===== src/rtl/sram_arbiter_if.sv =====
`default_nettype none
`timescale 1ns/1ps
// ============================================================================
// Module   : sram_arbiter_if
// Purpose  : Requester, SRAM and status signals around sram_arbiter.
// Revision : 1.0
// ============================================================================
interface sram_arbiter_if;
    logic        p0_req;
    logic        p0_we;
    logic [15:0] p0_addr;
    logic [15:0] p0_wdata;
    logic        p0_done;
    logic [15:0] p0_rdata;

    logic        p1_req;
    logic        p1_we;
    logic [15:0] p1_addr;
    logic [15:0] p1_wdata;
    logic        p1_done;
    logic [15:0] p1_rdata;

    logic [15:0] SRAM_address;
    logic [15:0] SRAM_wdata;
    logic        SRAM_write_en;
    logic [15:0] SRAM_read_data;

    logic [1:0]  grant;
    logic        busy;

    // Environment side: requesters plus the SRAM device.
    modport master (
        output p0_req, p0_we, p0_addr, p0_wdata,
        output p1_req, p1_we, p1_addr, p1_wdata,
        output SRAM_read_data,
        input  p0_done, p0_rdata, p1_done, p1_rdata,
        input  SRAM_address, SRAM_wdata, SRAM_write_en, grant, busy
    );

    // Arbiter side.
    modport slave (
        input  p0_req, p0_we, p0_addr, p0_wdata,
        input  p1_req, p1_we, p1_addr, p1_wdata,
        input  SRAM_read_data,
        output p0_done, p0_rdata, p1_done, p1_rdata,
        output SRAM_address, SRAM_wdata, SRAM_write_en, grant, busy
    );
endinterface
`default_nettype wire


===== src/rtl/sram_arbiter.sv =====
`default_nettype none
`timescale 1ns/1ps
// ============================================================================
// Module   : sram_arbiter
// Purpose  : Round-robin two-port sequencer for a single fixed-latency SRAM.
// Revision : 1.0
// ============================================================================
module sram_arbiter #(
    parameter int unsigned WAIT_CYCLES = 2,
    parameter logic [15:0] IDLE_ADDR   = 16'hFFFF
) (
    input  logic          clk,
    input  logic          reset,
    sram_arbiter_if.slave bus
);
    localparam logic [3:0] c_cnt_last = 4'(WAIT_CYCLES - 1);

    typedef enum logic [1:0] {
        S_IDLE = 2'd0,
        S_BUSY = 2'd1,
        S_DONE = 2'd2
    } state_t;

    state_t      state_q;
    logic [3:0]  cnt_q;
    logic        last_grant_q;
    logic [1:0]  grant_q;
    logic        busy_q;
    logic        p0_done_q;
    logic        p1_done_q;
    logic [15:0] p0_rdata_q;
    logic [15:0] p1_rdata_q;
    logic [15:0] sram_addr_q;
    logic [15:0] sram_wdata_q;
    logic        sram_we_q;

    logic        any_req_d;
    logic        sel_p1_d;
    logic        we_d;
    logic        null_d;
    logic [15:0] addr_d;
    logic [15:0] wdata_d;

    // Tie goes to whichever port was not served last.
    always_comb begin
        any_req_d = bus.p0_req | bus.p1_req;
        sel_p1_d  = bus.p1_req & (~bus.p0_req | ~last_grant_q);
        we_d      = sel_p1_d ? bus.p1_we    : bus.p0_we;
        addr_d    = sel_p1_d ? bus.p1_addr  : bus.p0_addr;
        wdata_d   = sel_p1_d ? bus.p1_wdata : bus.p0_wdata;
        null_d    = (addr_d == IDLE_ADDR);
    end

    always_ff @(posedge clk) begin
        if (reset) begin
            state_q      <= S_IDLE;
            cnt_q        <= 4'd0;
            last_grant_q <= 1'b1;
            grant_q      <= 2'b00;
            busy_q       <= 1'b0;
            p0_done_q    <= 1'b0;
            p1_done_q    <= 1'b0;
            p0_rdata_q   <= 16'hFFFF;
            p1_rdata_q   <= 16'hFFFF;
            sram_addr_q  <= IDLE_ADDR;
            sram_wdata_q <= 16'h0000;
            sram_we_q    <= 1'b0;
        end else begin
            p0_done_q <= 1'b0;
            p1_done_q <= 1'b0;
            case (state_q)
                S_IDLE: begin
                    if (any_req_d) begin
                        grant_q      <= sel_p1_d ? 2'b10 : 2'b01;
                        last_grant_q <= sel_p1_d;
                        busy_q       <= 1'b1;
                        cnt_q        <= 4'd0;
                        sram_wdata_q <= wdata_d;
                        if (null_d) begin
                            // Null access completes immediately without touching the SRAM.
                            state_q <= S_DONE;
                            if (sel_p1_d) begin
                                p1_done_q <= 1'b1;
                                if (!we_d) p1_rdata_q <= 16'hFFFF;
                            end else begin
                                p0_done_q <= 1'b1;
                                if (!we_d) p0_rdata_q <= 16'hFFFF;
                            end
                        end else begin
                            state_q     <= S_BUSY;
                            sram_addr_q <= addr_d;
                            sram_we_q   <= we_d;
                        end
                    end
                end
                S_BUSY: begin
                    cnt_q <= cnt_q + 4'd1;
                    if (cnt_q == c_cnt_last) begin
                        state_q     <= S_DONE;
                        sram_addr_q <= IDLE_ADDR;
                        sram_we_q   <= 1'b0;
                        if (grant_q[1]) begin
                            p1_done_q <= 1'b1;
                            if (!sram_we_q) p1_rdata_q <= bus.SRAM_read_data;
                        end else begin
                            p0_done_q <= 1'b1;
                            if (!sram_we_q) p0_rdata_q <= bus.SRAM_read_data;
                        end
                    end
                end
                S_DONE: begin
                    state_q <= S_IDLE;
                    grant_q <= 2'b00;
                    busy_q  <= 1'b0;
                end
                default: begin
                    state_q <= S_IDLE;
                end
            endcase
        end
    end

    assign bus.p0_done       = p0_done_q;
    assign bus.p1_done       = p1_done_q;
    assign bus.p0_rdata      = p0_rdata_q;
    assign bus.p1_rdata      = p1_rdata_q;
    assign bus.SRAM_address  = sram_addr_q;
    assign bus.SRAM_wdata    = sram_wdata_q;
    assign bus.SRAM_write_en = sram_we_q;
    assign bus.grant         = grant_q;
    assign bus.busy          = busy_q;
endmodule
`default_nettype wire


===== src/flat_wrapper.sv =====
// flat-port wrapper written by rule: the top's interface ports become plain ports
module sram_arbiter_flat 
#(
    parameter int unsigned WAIT_CYCLES = 2,
    parameter logic [15:0] IDLE_ADDR   = 16'hFFFF
)
  (clk, reset, bus_p0_req, bus_p0_we, bus_p0_addr, bus_p0_wdata, bus_p1_req, bus_p1_we, bus_p1_addr, bus_p1_wdata, bus_SRAM_read_data, bus_p0_done, bus_p0_rdata, bus_p1_done, bus_p1_rdata, bus_SRAM_address, bus_SRAM_wdata, bus_SRAM_write_en, bus_grant, bus_busy);
  sram_arbiter_if bus_i ();
  input  logic clk;
  input  logic reset;
  input wire logic [$bits(bus_i.p0_req)-1:0] bus_p0_req;
  input wire logic [$bits(bus_i.p0_we)-1:0] bus_p0_we;
  input wire logic [$bits(bus_i.p0_addr)-1:0] bus_p0_addr;
  input wire logic [$bits(bus_i.p0_wdata)-1:0] bus_p0_wdata;
  input wire logic [$bits(bus_i.p1_req)-1:0] bus_p1_req;
  input wire logic [$bits(bus_i.p1_we)-1:0] bus_p1_we;
  input wire logic [$bits(bus_i.p1_addr)-1:0] bus_p1_addr;
  input wire logic [$bits(bus_i.p1_wdata)-1:0] bus_p1_wdata;
  input wire logic [$bits(bus_i.SRAM_read_data)-1:0] bus_SRAM_read_data;
  output wire logic [$bits(bus_i.p0_done)-1:0] bus_p0_done;
  output wire logic [$bits(bus_i.p0_rdata)-1:0] bus_p0_rdata;
  output wire logic [$bits(bus_i.p1_done)-1:0] bus_p1_done;
  output wire logic [$bits(bus_i.p1_rdata)-1:0] bus_p1_rdata;
  output wire logic [$bits(bus_i.SRAM_address)-1:0] bus_SRAM_address;
  output wire logic [$bits(bus_i.SRAM_wdata)-1:0] bus_SRAM_wdata;
  output wire logic [$bits(bus_i.SRAM_write_en)-1:0] bus_SRAM_write_en;
  output wire logic [$bits(bus_i.grant)-1:0] bus_grant;
  output wire logic [$bits(bus_i.busy)-1:0] bus_busy;
  assign bus_i.p0_req = bus_p0_req;
  assign bus_i.p0_we = bus_p0_we;
  assign bus_i.p0_addr = bus_p0_addr;
  assign bus_i.p0_wdata = bus_p0_wdata;
  assign bus_i.p1_req = bus_p1_req;
  assign bus_i.p1_we = bus_p1_we;
  assign bus_i.p1_addr = bus_p1_addr;
  assign bus_i.p1_wdata = bus_p1_wdata;
  assign bus_i.SRAM_read_data = bus_SRAM_read_data;
  assign bus_p0_done = bus_i.p0_done;
  assign bus_p0_rdata = bus_i.p0_rdata;
  assign bus_p1_done = bus_i.p1_done;
  assign bus_p1_rdata = bus_i.p1_rdata;
  assign bus_SRAM_address = bus_i.SRAM_address;
  assign bus_SRAM_wdata = bus_i.SRAM_wdata;
  assign bus_SRAM_write_en = bus_i.SRAM_write_en;
  assign bus_grant = bus_i.grant;
  assign bus_busy = bus_i.busy;
  sram_arbiter #(.WAIT_CYCLES(WAIT_CYCLES), .IDLE_ADDR(IDLE_ADDR)) u_core (.clk(clk), .reset(reset), .bus(bus_i));
endmodule

===== config.mk =====
export PLATFORM = sky130hd
export DESIGN_NAME = sram_arbiter_flat
export DESIGN_NICKNAME = d
export VERILOG_FILES = /design/src/rtl/sram_arbiter_if.sv /design/src/rtl/sram_arbiter.sv /design/src/flat_wrapper.sv
export SDC_FILE = /design/constraint.sdc
export NUM_CORES = 1
export LEC_CHECK = 0
export CORE_ASPECT_RATIO = 1.1
export CORE_MARGIN = 2
export CORE_UTILIZATION = 39
export DETAILED_ROUTE_END_ITERATION = 6
export PLACE_DENSITY = 0.76
export SYNTH_ARGS = -nofsm -noshare
export SYNTH_HDL_FRONTEND = slang
export SYNTH_SLANG_ARGS = --single-unit

===== constraint.sdc =====
create_clock -name clk -period 2.95 [get_ports clk]
set_input_delay 0.59 -clock clk [delete_from_list [all_inputs] [get_ports clk]]
set_output_delay 0.59 -clock clk [all_outputs]
set_load 0.01 [all_outputs]

==> impl_metrics.toml, run 1 <==
[logic_synthesis]
synth-seq-cells = 77
yosys-top-cells-area = "dfxtp_1 (46%), a2bb2oi_1 (8.6%), o32ai_1 (8.3%)"
netlist_top_cells_count = "dfxtp_1 (77), nor2_1 (37), a2bb2oi_1 (33), nand2b_1 (33), o32ai_1 (32)"
avgSynthCellArea_um2 = 9.976
synth_top_cell_area_share = 0.4585
yosys_warnings = 0
synth_edf_count = 0
synth_nets = 425
synth_compound_area_frac = 0.2698
synth.most_common_cell = "dfxtp_1"
ys_types = 42
muxShareOfSynthArea = 0.04764
syn-cell-area_um2 = 3362
synth_top_family_by_area = "compound AO/OA/AOI/OAI gates"
yosysTopAreaCell = "dfxtp_1"
synth_adder_area_share = 0.007443
synth_xor_area_frac = 0.002605
ys_async_sr_fraction = 0
synth-seq-area-share = 0.4585
postSynthCellCount = 337
synth-simple-area-share = 0.1660
synth_flop_cell = "dfxtp_1"

[clock_tree]
postCtsResizedCells = 0
cts_max_level = 3
cts_tree = "yes"
clockBufferDepth = 2
cts_root_buffer = "clkbuf_8"
cts_buffers = 9
post_cts_buffers = 0
cts_hold_buf = 0
clkTransAtPathRegs_ps = 80
clk_latency_ps = 350
clock-sinks = 77

[timing]
slew_headroom = 0.6379
tns_ps = 0
worstMarginPinSlew_ps = 542.0
rsz0062_at_grt = "false"
period_minus_slack_ps = 2308
hold_viol = 0
fin_crit_sh = 0.7822
timing.fmax_ghz = 0.4334
skew_ps = 8.089
slew_violations = 0
setup_violations = 0

[power_and_ir_drop]
p_total_mw = 3.097
leakagePower_nw = 1.922
cellPowerDensity_nw_per_um2 = 587.8
irDropWorstVdd_mv = 0.2782

[floorplan]
num_rows = 35
chipWidth_um = 92.53
ioPinCount = 156
coreArea_um2 = 8364
dieHeight_um = 101.4
dieArea_um2 = 9380
start_util = 0.4019

[final_layout]
post-route-util = 0.6299
area_growth_syn_to_layout_pct = 56.72
diodes = 0
fin_nets = 577
num-fill-cells = 689
ff_latch_area_um2 = 1541
finalNonFillerCells = 605
layout-drive-gt1-share = 0.08502
multi_input_area_um2 = 1667

[grt]
grt_usage = 0.1979
grt_pass1_vias = 3082
grt_max_degree = 35
antenna_found_initial = 0
grt-ovfl-total = 0
grt_pass1_wl_um = 14790

[setup_path]
cp_top_family = "simple AND/OR/NAND/NOR gates"
crit_chain = "clkdlybuf4s50_1, nand4_1, or4_1, a211oi_4, buf_4, o32ai_1, nand2b_1"
critical_path_buf_inv_count = 2
cp_slowest_stage_delay_ps = 630
start_kind = "primary input"
worstSetupPathType = "primary input to flop"
worstPathMaxFanout = 16
end_kind = "flop"
cp_slowest_cell = "or4_1"
worst_ep_required_time_ps = 3240
crit_arrival_ps = 2600

[placement]
finalWeightedCongestion = 0.8292
dp_hpwl_um = 6988
numPortBuffers = 155
dp.cells = 589

[outcome]
outcome = "complete, no violations"

[min_path]
min_path_type = "flop to flop"

[detailed_routing]
wire_per_inst_um = 15.45
initialDrtViolationCount = 118
vias = 3241
dr.pass1.iters = 4
antenna_left = 0
drc = 0
viasPerCell = 5.357
routed_wl_um = 9345

[job]
drv_cap = 0
==> tightest hold or removal path, delay by kind of cell, from the launching register on <==
| kind | cells | cell delay [ps] |
|---|---|---|
| simple gates | 1 | 60 |
| flops | 1 | 330 |
| compound gates | 1 | 60 |
==> report_power, final <==
group | internal [mW] | switching, mW
registers | 1.13 | 0.0657
clock network | 0.566 | 0.391
logic | 0.495 | 0.447
==> layout by cell type (no fill, tap or decap), types with 2 or more instances in the layout <==
cell and instances:
clkdlybuf4s50_1 154, dfxtp_1 77, nor2_1 37, a2bb2oi_1 33, nand2b_1 33, o32ai_1 32
a22oi_1 18, mux2i_1 16, buf_4 15, nand4_1 9, clkbuf_8 9, a21oi_1 6
nor3_1 6, inv_1 4, nor4_1 3, nand2_1 3, bufinv_16 3, clkinv_4 3
a221oi_2 2, or4_1 2, a211o_1 2, a211oi_4 2, a32oi_1 2, or2_2 2
ha_1 2
==> kinds of logic (layout without fill, tap and decap cells) <==
group                      Yosys count  count (layout)
adders and majority gates            2               2
and+or+nand+nor                    103             103
xor gates and xnor gates             1               1
muxes                               16              16
DFF                                 77              77
AOI/OAI and AO/OA                  105             105
buffers and inverters               33             190
==> registers in the layout, summed over array words and instances, names as in the netlist <==
register / cells
u_core.bus.SRAM_address: 16
u_core.bus.SRAM_wdata: 16
u_core.bus.p0_rdata: 16
u_core.bus.p1_rdata: 16
u_core.cnt_q: 4
u_core.bus.grant: 2
u_core.state_q: 2
u_core.bus.SRAM_write_en: 1
u_core.bus.busy: 1
u_core.bus.p0_done: 1
u_core.bus.p1_done: 1
u_core.last_grant_q: 1
==> cell type report <==
class                      count  share of cell area
clock buffer                   9             0.02351
clock inverter                 7             0.02351
inverter                       4            0.002850
multi-input combinational    227              0.3163
sequential                    77              0.2926
tap                          111             0.02636
timing repair buffer         170              0.3149
==> final timing paths <==
check	cells past startpoint	slack, ps	from	end
min	2	480	u_core.bus.p0_rdata[10]	u_core.bus.p0_rdata[10]
max	7	640	bus_p1_addr[12]	u_core.bus.p1_rdata[8]
min reg2reg	2	480	u_core.bus.p0_rdata[10]	u_core.bus.p0_rdata[10]
max reg2reg	7	770	u_core.cnt_q[0]	u_core.bus.p0_rdata[3]
==> metal layers <==
layer / track usage / share of wire / up-vias
met5: 0 / 0 / -
li1: - / - / 1592
met4: 0.08152 / 0.018 / 0
met2: 0.3273 / 0.47 / 113
met1: 0.2475 / 0.44 / 1523
met3: 0.05060 / 0.071 / 13
==> through the flow <==
stage | instance area [um2] | hold slack (ps) | setup slack (ps)
finish | 5269 | 483.0 | 642.4
global route | 5269 | 495.2 | 544.0
CTS | 5269 | 489.3 | 646.2
detailed placement | 5021 | 467.8 | 287.1
global placement | 5021 | 463.4 | 341.1
floorplan | 3362 | 479.5 | 898.5
Note: power is estimated with default switching activity, not from simulation.
==> run 2, diff against run 1 <==
Settings changed: CORE_UTILIZATION 39 to 37.
Clock period 2.95 ns to 1.9 ns, I/O delays scaled along.
==> run 2 against run 1 <==
Against the previous run:
- via count increased by 4.1%
- sequential power increased by 55%
- final area increased by 6.5%
- wire length increased by 7.4%
- non-clock buffer count increased by 25
- sequential share of layout area decreased by 1.7 points
- the flow now finishes with violations (setup timing)
- clock power increased by 33%
- clock skew increased by 9.1 ps
- worst hold slack got worse by 130 ps
- highest routed layer unchanged
==> impl_metrics.toml, run 2 (synthesis gave the netlist of run 1 again) <==
[clock_tree]
cts_root_buffer = "clkbuf_8"
clock-sinks = 77
cts_hold_buf = 0
cts_max_level = 3
cts_tree = "yes"
cts_buffers = 9
clockBufferDepth = 2
clkTransAtPathRegs_ps = 90
clk_latency_ps = 350

[power_and_ir_drop]
leakagePower_nw = 2.263
cellPowerDensity_nw_per_um2 = 850.9
irDropWorstVdd_mv = 0.4879

[timing]
period_minus_slack_ps = 1992
rsz0062_at_grt = "true"
hold_ws_ps = 355.3
fin_crit_sh = 1.049
timing.fmax_ghz = 0.5019
worstMarginPinSlew_ps = 676.4
hold_viol = 0
skew_ps = 17.18
slew_violations = 0
setup_violations = 32
slew_headroom = 0.5464
setup_ws_ps = -92.40

[detailed_routing]
initialDrtViolationCount = 159
antenna_left = 0
dr.pass1.iters = 4
drc = 0
wire_per_inst_um = 15.85
routed_wl_um = 10030
viasPerCell = 5.329
vias = 3373

[job]
drv_cap = 0

[final_layout]
mostFrequentLayoutCell = "clkdlybuf4s50_1"
fin_nets = 602
fin_area_um2 = 5609
layout-drive-gt1-share = 0.1561
diodes = 0
ff_latch_area_um2 = 1546
layout_common_cells = "clkdlybuf4s50_1 (133), dfxtp_1 (75), nor2_1 (37)"
num-fill-cells = 744
area_growth_syn_to_layout_pct = 66.84
multi_input_area_um2 = 1728

[placement]
finalWeightedCongestion = 0.8238
dpl-instance-area_um2 = 5273
dp_hpwl_um = 7530
numPortBuffers = 155

[setup_path]
worstPathMaxFanout = 16
worstSetupPathType = "primary input to flop"
end_kind = "flop"
start_kind = "primary input"
crit_arrival_ps = 2280
worst_ep_required_time_ps = 2190

[min_path]
min_path_type = "primary input to flop"

[grt]
antenna_found_initial = 0
grt_usage = 0.1970
grt_pass1_vias = 3285
grt-ovfl-total = 0
grt_max_degree = 33
grt_pass1_wl_um = 15720

[floorplan]
num_rows = 36
dieHeight_um = 104.0
coreArea_um2 = 8828
chipWidth_um = 94.89
start_util = 0.3808
dieArea_um2 = 9866
ioPinCount = 156

[outcome]
violations = "setup timing"
outcome = "finished, violations left"
-- run 2: cell types whose count changed in the layout (fill, tap and decap cells not counted), sizes merged --
cell           previous run  this run
buf                      16        40
clkdlybuf4s50           154       133
dlymetal6s2s              0        21
clkbuf                    9        12
inv                       4         7
bufinv                    3         1
clkinv                    3         1
clkinvlp                  1         0
-- run 2: repair_timing --
action | 4_1_cts | 5_1_grt
pin swaps | 2 | 7
buffers inserted | 0 | 1
resized for setup | 4 | 28
endpoints found under the hold margin | 0 | 0
setup endpoints to repair | 59 | 49
cloned | 0 | 1
-- run 2: through the flow --
| stage | setup WS, ps | utilization | std cells | power [mW] | setup TNS, ps |
|---|---|---|---|---|---|
| final | -92.40 | 0.6353 | 633 | 4.773 | -1662 |
| after floorplan | -27.84 | - | 337 | 2.725 | -271.7 |
| after global placement | -426.5 | 0.5972 | 615 | 3.477 | -25990 |
| after detailed placement | -495.1 | 0.5972 | 615 | 3.511 | -27770 |
| after global routing | -175.3 | 0.6353 | 633 | 5.015 | -3894 |
| after CTS | -113.6 | 0.6226 | 631 | 4.787 | -1862 |
-- run 2: worst max-delay path, cell delays in order --
cell and delay, ps:
clkdlybuf4s50_1 500, nand4_1 170, or4_4 590, a211oi_4 250
buf_12 180, o32ai_1 110, nand2b_1 100
-- run 2: area by class of cell --
class	count	area share
clock inverters	5	0.01160
clock buffers	11	0.02521
flip-flops and latches	77	0.2757
well taps	114	0.02543
repair buffers	195	0.3513
multi-input cells	227	0.3081
inverters	4	0.002677
-- run 2: layer usage --
metal | vias up | global-route usage | part of all wire | wire [um]
li1 | 1638 | - | - | -
met1 | 1608 | 0.2367 | 0.42 | 4181
met2 | 118 | 0.3389 | 0.50 | 5041
met3 | 9 | 0.05870 | 0.071 | 714
met4 | 0 | 0.05072 | 0.0095 | 95
met5 | - | 0 | 0 | 0
-- run 2: worst paths after layout --
path | slack, ps | to | start | cells past startpoint
max reg2reg | -90 | u_core.bus.p1_rdata[2] | u_core.cnt_q[1] | 8
min reg2reg | 490 | u_core.bus.SRAM_address[8] | u_core.bus.SRAM_address[8] | 1
max | -90 | u_core.bus.p0_rdata[10] | bus_p0_addr[9] | 7
min | 360 | u_core.bus.SRAM_address[13] | bus_p0_addr[13] | 3
-- run 2: power breakdown --
group | switching, mW | leakage, nW | internal [mW]
combinational | 0.743 | 1.53 | 0.902
sequential | 0.0954 | 0.631 | 1.76
clock | 0.611 | 0.105 | 0.660
